===== config.mk =====
export PLATFORM = sky130hd
export DESIGN_NAME = int_res_addr_gen
export DESIGN_NICKNAME = d
export VERILOG_FILES = /design/src/rtl/int_res_addr_gen_pkg.sv /design/src/rtl/int_res_bank_decoder.sv /design/src/rtl/int_res_addr_gen.sv
export SDC_FILE = /design/constraint.sdc
export NUM_CORES = 1
export LEC_CHECK = 0
export CAP_MARGIN = 10
export CORE_MARGIN = 4
export CORE_UTILIZATION = 30
export CTS_BUF_LIST = sky130_fd_sc_hd__clkbuf_4
export CTS_CLUSTER_DIAMETER = 30
export DETAILED_ROUTE_END_ITERATION = 6
export HOLD_SLACK_MARGIN = 0.12
export PLACE_DENSITY = 0.47
export SYNTH_ARGS = -nofsm -noshare
export SYNTH_HDL_FRONTEND = slang
export SYNTH_SLANG_ARGS = --single-unit
export TNS_END_PERCENT = 20

===== constraint.sdc =====
create_clock -name clk -period 14 [get_ports clk]
set_input_delay 2.1 -clock clk [delete_from_list [all_inputs] [get_ports clk]]
set_output_delay 2.1 -clock clk [all_outputs]
set_load 0.05 [all_outputs]

===== src/rtl/int_res_addr_gen_pkg.sv =====
//==============================================================================
// Module  : int_res_addr_gen_pkg
// Brief   : Shared types and bank geometry for the intermediate-result
//           address sequencer and the memory interface bank decoder.
// Revision: 1.0 - initial release
//==============================================================================
`default_nettype none

package int_res_addr_gen_pkg;

  localparam int CIM_INT_RES_NUM_BANKS          = 4;
  localparam int CIM_INT_RES_BANK_SIZE_NUM_WORD = 14336;
  localparam int CIM_INT_RES_NUM_REGIONS        = 19;
  localparam int CIM_INT_RES_MAX_DIM            = 64;

  typedef logic [$clog2(CIM_INT_RES_NUM_BANKS)-1:0]   IntResBankIdx_t;
  typedef logic [$clog2(CIM_INT_RES_NUM_REGIONS)-1:0] RegionIdx_t;

  typedef enum logic {HORIZONTAL = 1'b0, VERTICAL = 1'b1}        Direction_t;
  typedef enum logic {SINGLE_WIDTH = 1'b0, DOUBLE_WIDTH = 1'b1}  DataWidth_t;
  typedef enum logic {FIRST_HALF = 1'b0, SECOND_HALF = 1'b1}     HalfSelect_t;

  typedef enum logic [1:0] {
    IDLE = 2'd0,
    RUN  = 2'd1,
    DONE = 2'd2
  } AddrGenState_t;

  // First flat word of bank idx; bank boundaries are multiples of the bank size.
  function automatic int bank_boundary(input int idx, input int bank_size);
    return idx * bank_size;
  endfunction

  localparam int INT_RES_BANK1_BASE = bank_boundary(1, CIM_INT_RES_BANK_SIZE_NUM_WORD);
  localparam int INT_RES_BANK2_BASE = bank_boundary(2, CIM_INT_RES_BANK_SIZE_NUM_WORD);
  localparam int INT_RES_BANK3_BASE = bank_boundary(3, CIM_INT_RES_BANK_SIZE_NUM_WORD);
  localparam int INT_RES_MEM_TOP    = bank_boundary(CIM_INT_RES_NUM_BANKS,
                                                    CIM_INT_RES_BANK_SIZE_NUM_WORD);

endpackage

`default_nettype wire


===== src/rtl/int_res_bank_decoder.sv =====
//==============================================================================
// Module  : int_res_bank_decoder
// Brief   : Combinational flat address -> (bank, bank_addr) decode by priority
//           compare against constant bank boundaries.
// Revision: 1.0 - initial release
//==============================================================================
`default_nettype none

module int_res_bank_decoder
  import int_res_addr_gen_pkg::*;
#(
  parameter int NUM_BANKS          = CIM_INT_RES_NUM_BANKS,
  parameter int BANK_SIZE_NUM_WORD = CIM_INT_RES_BANK_SIZE_NUM_WORD,
  parameter int FLAT_W             = $clog2(NUM_BANKS * BANK_SIZE_NUM_WORD) + 1,
  parameter int BANK_W             = $clog2(NUM_BANKS),
  parameter int BANK_ADDR_W        = $clog2(BANK_SIZE_NUM_WORD)
) (
  input  logic [FLAT_W-1:0]      flat,
  output logic [BANK_W-1:0]      bank,
  output logic [BANK_ADDR_W-1:0] bank_addr
);

  // Highest boundary not above flat wins; addresses past the top alias into the last bank.
  always_comb begin
    bank      = '0;
    bank_addr = BANK_ADDR_W'(flat);
    for (int i = 1; i < NUM_BANKS; i++) begin
      if (flat >= FLAT_W'(bank_boundary(i, BANK_SIZE_NUM_WORD))) begin
        bank      = BANK_W'(i);
        bank_addr = BANK_ADDR_W'(flat - FLAT_W'(bank_boundary(i, BANK_SIZE_NUM_WORD)));
      end
    end
  end

endmodule

`default_nettype wire


===== src/rtl/int_res_addr_gen.sv =====
//==============================================================================
// Module  : int_res_addr_gen
// Brief   : 2D walk address sequencer for the intermediate-result memory with a
//           programmable region base table. Optional range check enabled by
//           macro INT_RES_ADDR_RANGE_CHECK_EN.
// Revision: 1.0 - initial release
//==============================================================================
`default_nettype none

module int_res_addr_gen
  import int_res_addr_gen_pkg::*;
#(
  parameter int NUM_BANKS          = CIM_INT_RES_NUM_BANKS,
  parameter int BANK_SIZE_NUM_WORD = CIM_INT_RES_BANK_SIZE_NUM_WORD,
  parameter int NUM_REGIONS        = CIM_INT_RES_NUM_REGIONS,
  parameter int MAX_DIM            = CIM_INT_RES_MAX_DIM
) (
  input  logic                                            clk,
  input  logic                                            rst_n,
  input  logic                                            cfg_wr_en,
  input  logic [$clog2(NUM_REGIONS)-1:0]                  cfg_region,
  input  logic [$clog2(NUM_BANKS*BANK_SIZE_NUM_WORD)-1:0] cfg_base,
  input  logic                                            start,
  input  logic [$clog2(NUM_REGIONS)-1:0]                  region,
  input  Direction_t                                      direction,
  input  DataWidth_t                                      width,
  input  logic [$clog2(MAX_DIM+1)-1:0]                    num_rows,
  input  logic [$clog2(MAX_DIM+1)-1:0]                    num_cols,
  input  logic [$clog2(NUM_BANKS*BANK_SIZE_NUM_WORD)-1:0] row_stride,
  output logic                                            busy,
  output logic                                            done,
  output logic                                            out_valid,
  input  logic                                            out_ready,
  output logic [$clog2(NUM_BANKS)-1:0]                    out_bank,
  output logic [$clog2(BANK_SIZE_NUM_WORD)-1:0]           out_bank_addr,
  output HalfSelect_t                                     out_half,
  output logic                                            out_last,
  output logic                                            range_err
);

  localparam int MEM_WORDS   = NUM_BANKS * BANK_SIZE_NUM_WORD;
  localparam int ADDR_W      = $clog2(MEM_WORDS);
  localparam int DIM_W       = $clog2(MAX_DIM + 1);
  localparam int REGION_W    = $clog2(NUM_REGIONS);
  localparam int BANK_W      = $clog2(NUM_BANKS);
  localparam int BANK_ADDR_W = $clog2(BANK_SIZE_NUM_WORD);

  AddrGenState_t         state_q, state_d;
  logic [ADDR_W-1:0]     table_q [NUM_REGIONS];
  logic [ADDR_W-1:0]     table_d [NUM_REGIONS];
  logic [ADDR_W-1:0]     base_q, base_d, stride_q, stride_d;
  Direction_t            dir_q, dir_d;
  DataWidth_t            width_q, width_d;
  logic [DIM_W-1:0]      rows_q, rows_d, cols_q, cols_d, r_q, r_d, c_q, c_d;
  logic [ADDR_W:0]       row_base_q, row_base_d;
  logic                  busy_q, busy_d, done_q, done_d;
  logic                  out_valid_q, out_valid_d, out_last_q, out_last_d;
  logic [BANK_W-1:0]     out_bank_q, out_bank_d;
  logic [BANK_ADDR_W-1:0] out_bank_addr_q, out_bank_addr_d;
  HalfSelect_t           out_half_q, out_half_d;
  logic                  range_err_q, range_err_d;

  logic                  launch, load_beat, nxt_last;
  logic [ADDR_W-1:0]     start_base, eff_base, eff_stride;
  Direction_t            eff_dir;
  DataWidth_t            eff_width;
  logic [DIM_W-1:0]      eff_rows, eff_cols, nxt_r, nxt_c;
  logic [ADDR_W:0]       nxt_row_base, elem, flat;
  HalfSelect_t           nxt_half;
  logic [BANK_W-1:0]     dec_bank, beat_bank;
  logic [BANK_ADDR_W-1:0] dec_addr, beat_addr;
  logic                  beat_oor;

  int_res_bank_decoder #(
    .NUM_BANKS          (NUM_BANKS),
    .BANK_SIZE_NUM_WORD (BANK_SIZE_NUM_WORD),
    .FLAT_W             (ADDR_W + 1),
    .BANK_W             (BANK_W),
    .BANK_ADDR_W        (BANK_ADDR_W)
  ) u_decoder (
    .flat      (flat),
    .bank      (dec_bank),
    .bank_addr (dec_addr)
  );

  // Walk parameters come straight from the inputs on the launch cycle, latched copies afterwards.
  always_comb begin
    launch     = (state_q == IDLE) && start;
    start_base = (region < REGION_W'(NUM_REGIONS)) ? table_q[region] : '0;
    eff_base   = launch ? start_base : base_q;
    eff_stride = launch ? row_stride : stride_q;
    eff_dir    = launch ? direction  : dir_q;
    eff_width  = launch ? width      : width_q;
    eff_rows   = launch ? num_rows   : rows_q;
    eff_cols   = launch ? num_cols   : cols_q;

    nxt_r        = r_q;
    nxt_c        = c_q;
    nxt_half     = out_half_q;
    nxt_row_base = row_base_q;
    if (launch) begin
      nxt_r        = '0;
      nxt_c        = '0;
      nxt_half     = FIRST_HALF;
      nxt_row_base = '0;
    end else if (eff_width == DOUBLE_WIDTH && out_half_q == FIRST_HALF) begin
      nxt_half = SECOND_HALF;
    end else begin
      nxt_half = FIRST_HALF;
      if (eff_dir == HORIZONTAL) begin
        if (c_q == eff_cols - DIM_W'(1)) begin
          nxt_c        = '0;
          nxt_r        = r_q + DIM_W'(1);
          nxt_row_base = row_base_q + {1'b0, eff_stride};
        end else begin
          nxt_c = c_q + DIM_W'(1);
        end
      end else begin
        if (r_q == eff_rows - DIM_W'(1)) begin
          nxt_r        = '0;
          nxt_row_base = '0;
          nxt_c        = c_q + DIM_W'(1);
        end else begin
          nxt_r        = r_q + DIM_W'(1);
          nxt_row_base = row_base_q + {1'b0, eff_stride};
        end
      end
    end

    elem     = nxt_row_base + (ADDR_W + 1)'(nxt_c);
    flat     = {1'b0, eff_base}
             + ((eff_width == DOUBLE_WIDTH) ? {elem[ADDR_W-1:0], 1'b0} : elem)
             + {{ADDR_W{1'b0}}, nxt_half == SECOND_HALF};
    nxt_last = (nxt_r == eff_rows - DIM_W'(1)) && (nxt_c == eff_cols - DIM_W'(1)) &&
               (eff_width == SINGLE_WIDTH || nxt_half == SECOND_HALF);

`ifdef INT_RES_ADDR_RANGE_CHECK_EN
    beat_oor  = flat >= (ADDR_W + 1)'(MEM_WORDS);
    beat_bank = beat_oor ? BANK_W'(NUM_BANKS - 1) : dec_bank;
    beat_addr = beat_oor ? BANK_ADDR_W'(BANK_SIZE_NUM_WORD - 1) : dec_addr;
`else
    beat_oor  = 1'b0;
    beat_bank = dec_bank;
    beat_addr = dec_addr;
`endif
  end

  always_comb begin
    table_d = table_q;
    if (cfg_wr_en && cfg_region < REGION_W'(NUM_REGIONS)) table_d[cfg_region] = cfg_base;

    state_d         = state_q;
    base_d          = base_q;
    stride_d        = stride_q;
    dir_d           = dir_q;
    width_d         = width_q;
    rows_d          = rows_q;
    cols_d          = cols_q;
    r_d             = r_q;
    c_d             = c_q;
    row_base_d      = row_base_q;
    out_valid_d     = out_valid_q;
    out_last_d      = out_last_q;
    out_bank_d      = out_bank_q;
    out_bank_addr_d = out_bank_addr_q;
    out_half_d      = out_half_q;
    range_err_d     = range_err_q;
    load_beat       = 1'b0;

    case (state_q)
      IDLE: begin
        if (start) begin
          base_d   = start_base;
          stride_d = row_stride;
          dir_d    = direction;
          width_d  = width;
          rows_d   = num_rows;
          cols_d   = num_cols;
          if (num_rows == '0 || num_cols == '0) begin
            state_d = DONE;
          end else begin
            state_d   = RUN;
            load_beat = 1'b1;
          end
        end
      end
      RUN: begin
        if (out_valid_q && out_ready) begin
          if (out_last_q) begin
            state_d     = DONE;
            out_valid_d = 1'b0;
            out_last_d  = 1'b0;
          end else begin
            load_beat = 1'b1;
          end
        end
      end
      DONE:    state_d = IDLE;
      default: state_d = IDLE;
    endcase

    if (load_beat) begin
      r_d             = nxt_r;
      c_d             = nxt_c;
      row_base_d      = nxt_row_base;
      out_valid_d     = 1'b1;
      out_last_d      = nxt_last;
      out_bank_d      = beat_bank;
      out_bank_addr_d = beat_addr;
      out_half_d      = nxt_half;
      if (beat_oor) range_err_d = 1'b1;
    end

    done_d = (state_d == DONE);
    busy_d = (state_d != IDLE);
  end

  always_ff @(posedge clk) begin
    if (!rst_n) begin
      state_q         <= IDLE;
      table_q         <= '{default: '0};
      base_q          <= '0;
      stride_q        <= '0;
      dir_q           <= HORIZONTAL;
      width_q         <= SINGLE_WIDTH;
      rows_q          <= '0;
      cols_q          <= '0;
      r_q             <= '0;
      c_q             <= '0;
      row_base_q      <= '0;
      busy_q          <= 1'b0;
      done_q          <= 1'b0;
      out_valid_q     <= 1'b0;
      out_last_q      <= 1'b0;
      out_bank_q      <= '0;
      out_bank_addr_q <= '0;
      out_half_q      <= FIRST_HALF;
      range_err_q     <= 1'b0;
    end else begin
      state_q         <= state_d;
      table_q         <= table_d;
      base_q          <= base_d;
      stride_q        <= stride_d;
      dir_q           <= dir_d;
      width_q         <= width_d;
      rows_q          <= rows_d;
      cols_q          <= cols_d;
      r_q             <= r_d;
      c_q             <= c_d;
      row_base_q      <= row_base_d;
      busy_q          <= busy_d;
      done_q          <= done_d;
      out_valid_q     <= out_valid_d;
      out_last_q      <= out_last_d;
      out_bank_q      <= out_bank_d;
      out_bank_addr_q <= out_bank_addr_d;
      out_half_q      <= out_half_d;
      range_err_q     <= range_err_d;
    end
  end

  assign busy          = busy_q;
  assign done          = done_q;
  assign out_valid     = out_valid_q;
  assign out_last      = out_last_q;
  assign out_bank      = out_bank_q;
  assign out_bank_addr = out_bank_addr_q;
  assign out_half      = out_half_q;
  assign range_err     = range_err_q;

endmodule

`default_nettype wire


==> flow_summary.json <==
{
  "status": "completed",
  "reg2reg_depth": 37,
  "reg2reg_slack_ps": 4130,
  "ys_ff_latch": 406,
  "numCtsBuffers": 116,
  "nFillCells": 7180,
  "cts_hold_buf": 0,
  "hp-start": "table_q[218]",
  "numPortBuffers": 83,
  "area_growth_pct": 14.0,
  "synth-edff-count": 0,
  "synth_cells": 2602,
  "async_flop_share_pct": 0,
  "dr.first_iter.drc_count": 1307,
  "wl_per_cell_um": 19.2,
  "clk_path_buf_depth": 3,
  "drive_gt1_share_pct": 12.1,
  "setup_viol": 0,
  "multi_input_area_mm2": 0.0121,
  "criticalPathCategory": "in -> reg",
  "peakVddDrop_v": 0.0000538,
  "grt_overflow": 0,
  "coreArea_mm2": 0.0691,
  "rsz0062_at_grt": "false",
  "hp-class": "reg -> reg",
  "crit_buf_inv": 4,
  "max_cap_violations": 0,
  "drtPass1Iterations": 6,
  "antenna_found_initial": 4,
  "worst_pin_slew_ps": 1190,
  "synth.cell_area_mm2": 0.0211,
  "die_h_um": 273,
  "cts_setup_buffers": 0,
  "min_path_cells": 2,
  "tns_ps": 0,
  "grt_pass1_wl_mm": 108,
  "finalHoldViolations": 0,
  "ios": 85,
  "drc": 0,
  "p_per_area_mw_per_mm2": 113,
  "crit_path_max_incr_delay_ps": 750,
  "ant_nets": 0,
  "cp_max_fo": 60,
  "yosysWarnings": 0,
  "grt_pass1_vias": 18600,
  "post_dp_cell_area_mm2": 0.0226,
  "fp-row-count": 96,
  "critPathCaptureType": "flip-flop",
  "slowest_stage": "nor3_1",
  "track_usage_pct": 18.5,
  "min_to": "table_q[218]",
  "cts_tree": "done",
  "place.gp.congestion": 0.877,
  "cp-startpoint": "start",
  "path_clk_slew_ps": 60,
  "clk_latency_ps": 930,
  "die_x_um": 273,
  "cts.repair.resized": 0,
  "register_area_mm2": 0.00813,
  "routed_via_density": 5.17,
  "cp_data_required_time_ps": 14770,
  "drv_slew": 0,
  "r2r_end": "out_bank_addr[12]",
  "yosys.area.top_type": "dfxtp_1",
  "dr_total_vias": 18900,
  "fin_area_mm2": 0.0240,
  "synth.cells.most_frequent": "nand2_1 (701), dfxtp_1 (406), a21oi_1 (378)",
  "timing.rr.start": "state_q[1]",
  "synth_cell_types": 84,
  "synth_most_common_cell": "nand2_1",
  "dpl.hpwl_mm": 46.2,
  "critPathTopFamily": "compound AO/OA/AOI/OAI gates",
  "ys.flop_type": "dfxtp_1",
  "layout.nets": 2750,
  "synth_area_leaders": "dfxtp_1 (39%), nand2_1 (12%), a21oi_1 (9.0%)",
  "syn_nets": 2716,
  "max_freq_ghz": 0.0891,
  "fin_crit_ps": 11220,
  "skew_ps": 79.4,
  "critPathArrivalTime_ps": 11990,
  "syn_area_per_cell_um2": 8.10,
  "leakage_nw": 8.72,
  "clock_sinks": 406,
  "cts-root-buf": "clkbuf_4",
  "dieArea_mm2": 0.0746,
  "initial_core_util_pct": 30.5,
  "critPathLaunchType": "primary input",
  "synth_seq_area_share_pct": 38.6,
  "netlist.area_leader.share_pct": 38.6,
  "wirelength_mm": 70.3,
  "fin_crit_sh_pct": 80.2,
  "cts-htree-levels": 3,
  "grt_max_degree": 163,
  "slew-limit-headroom_pct": 20.4
}
through the flow:
stage	power (mW)	cells	hold slack, ps	worst slack (ps)	utilization (%)
after global placement	1.63	3449	439	2160	32.7
after CTS	2.75	3649	451	2910	34.8
after detailed placement	1.64	3449	443	2000	32.7
after global routing	2.85	3653	466	2060	34.8
after floorplan	1.51	2602	433	2700	-
final	2.71	3657	451	2780	34.8
how the worst max path moves through the flow:
stage	endpoint	slack (ps)	depth (start not counted)
detailed placement	out_bank_addr[12]	2000	38
floorplan	out_bank_addr[12]	2700	40
global route	out_bank_addr[12]	2060	38
CTS	out_bank_addr[12]	2910	38
global placement	out_bank_addr[12]	2160	38
finish	out_bank_addr[12]	2780	38
routing by layer:
layer,track usage (%),routed length [um],vias to the layer above
li1,-,-,9134
met1,23.3,30400,9056
met2,31.9,34100,577
met3,3.41,3770,128
met4,6.30,2010,0
met5,0,0,-
worst min-delay path, delay by kind of cell, from the launching register on:
family	cells	cell delay (ps)
flip-flops	1	310
AND/OR/NAND/NOR	1	50
AO/OA/AOI/OAI	1	50
power breakdown:
group | total (mW) | switching, mW | internal, mW
logic | 0.414 | 0.269 | 0.145
registers | 1.20 | 0.0198 | 1.18
clock network | 1.09 | 0.533 | 0.561
total | 2.71 | 0.822 | 1.88
flip-flops by register name, indices dropped and copies added, names as in the netlist, 7 cells and up:
| name | flops |
|---|---|
| rows_q | 7 |
| table_q | 304 |
| cols_q | 7 |
| stride_q | 16 |
| base_q | 16 |
| c_q | 7 |
| out_bank_addr | 14 |
| r_q | 7 |
| row_base_q | 17 |
layout make-up:
type                    count  share of cell area, %
multi-input cells        1958                   50.3
flip-flops and latches    406                   33.8
repair buffers            108                   4.22
clock buffers             157                   4.90
clock inverters            43                   1.11
diodes                      8                 0.0833
inverters                  46                  0.750
well taps                 931                   4.85
logic make-up after synthesis:
logic type / Yosys count / share of synthesized area [%]
adders and majority gates: 51 / 3.17
other: 1 / 0.0178
muxes: 146 / 11.7
and+or+nand+nor: 1086 / 22.0
xor gates and xnor gates: 74 / 3.20
AOI/OAI and AO/OA: 600 / 17.1
buffers and inverters: 238 / 4.27
DFF: 406 / 38.6
cells in the final DEF (no fill, tap or decap), drive strengths merged, types with 10 or more instances in the layout:
cell	netlist	layout
nand4	15	15
a211oi	12	12
mux4	80	80
o21a	10	10
or3	11	11
clkdlybuf4s50	0	81
inv	46	52
o22ai	17	17
ha	47	47
xor2	37	37
nor3	43	43
and2	26	26
a22o	24	24
buf	20	27
o21ai	52	52
nor2	171	171
dfxtp	406	406
clkinv	0	35
and3	15	15
o211ai	15	15
or2	10	10
nand2b	14	14
nand2	702	702
clkbuf	172	157
a21oi	380	380
mux2i	64	64
xnor2	37	37
nor2b	18	18
nand3	28	28
No activity file was read; power rests on OpenSTA's default activity.
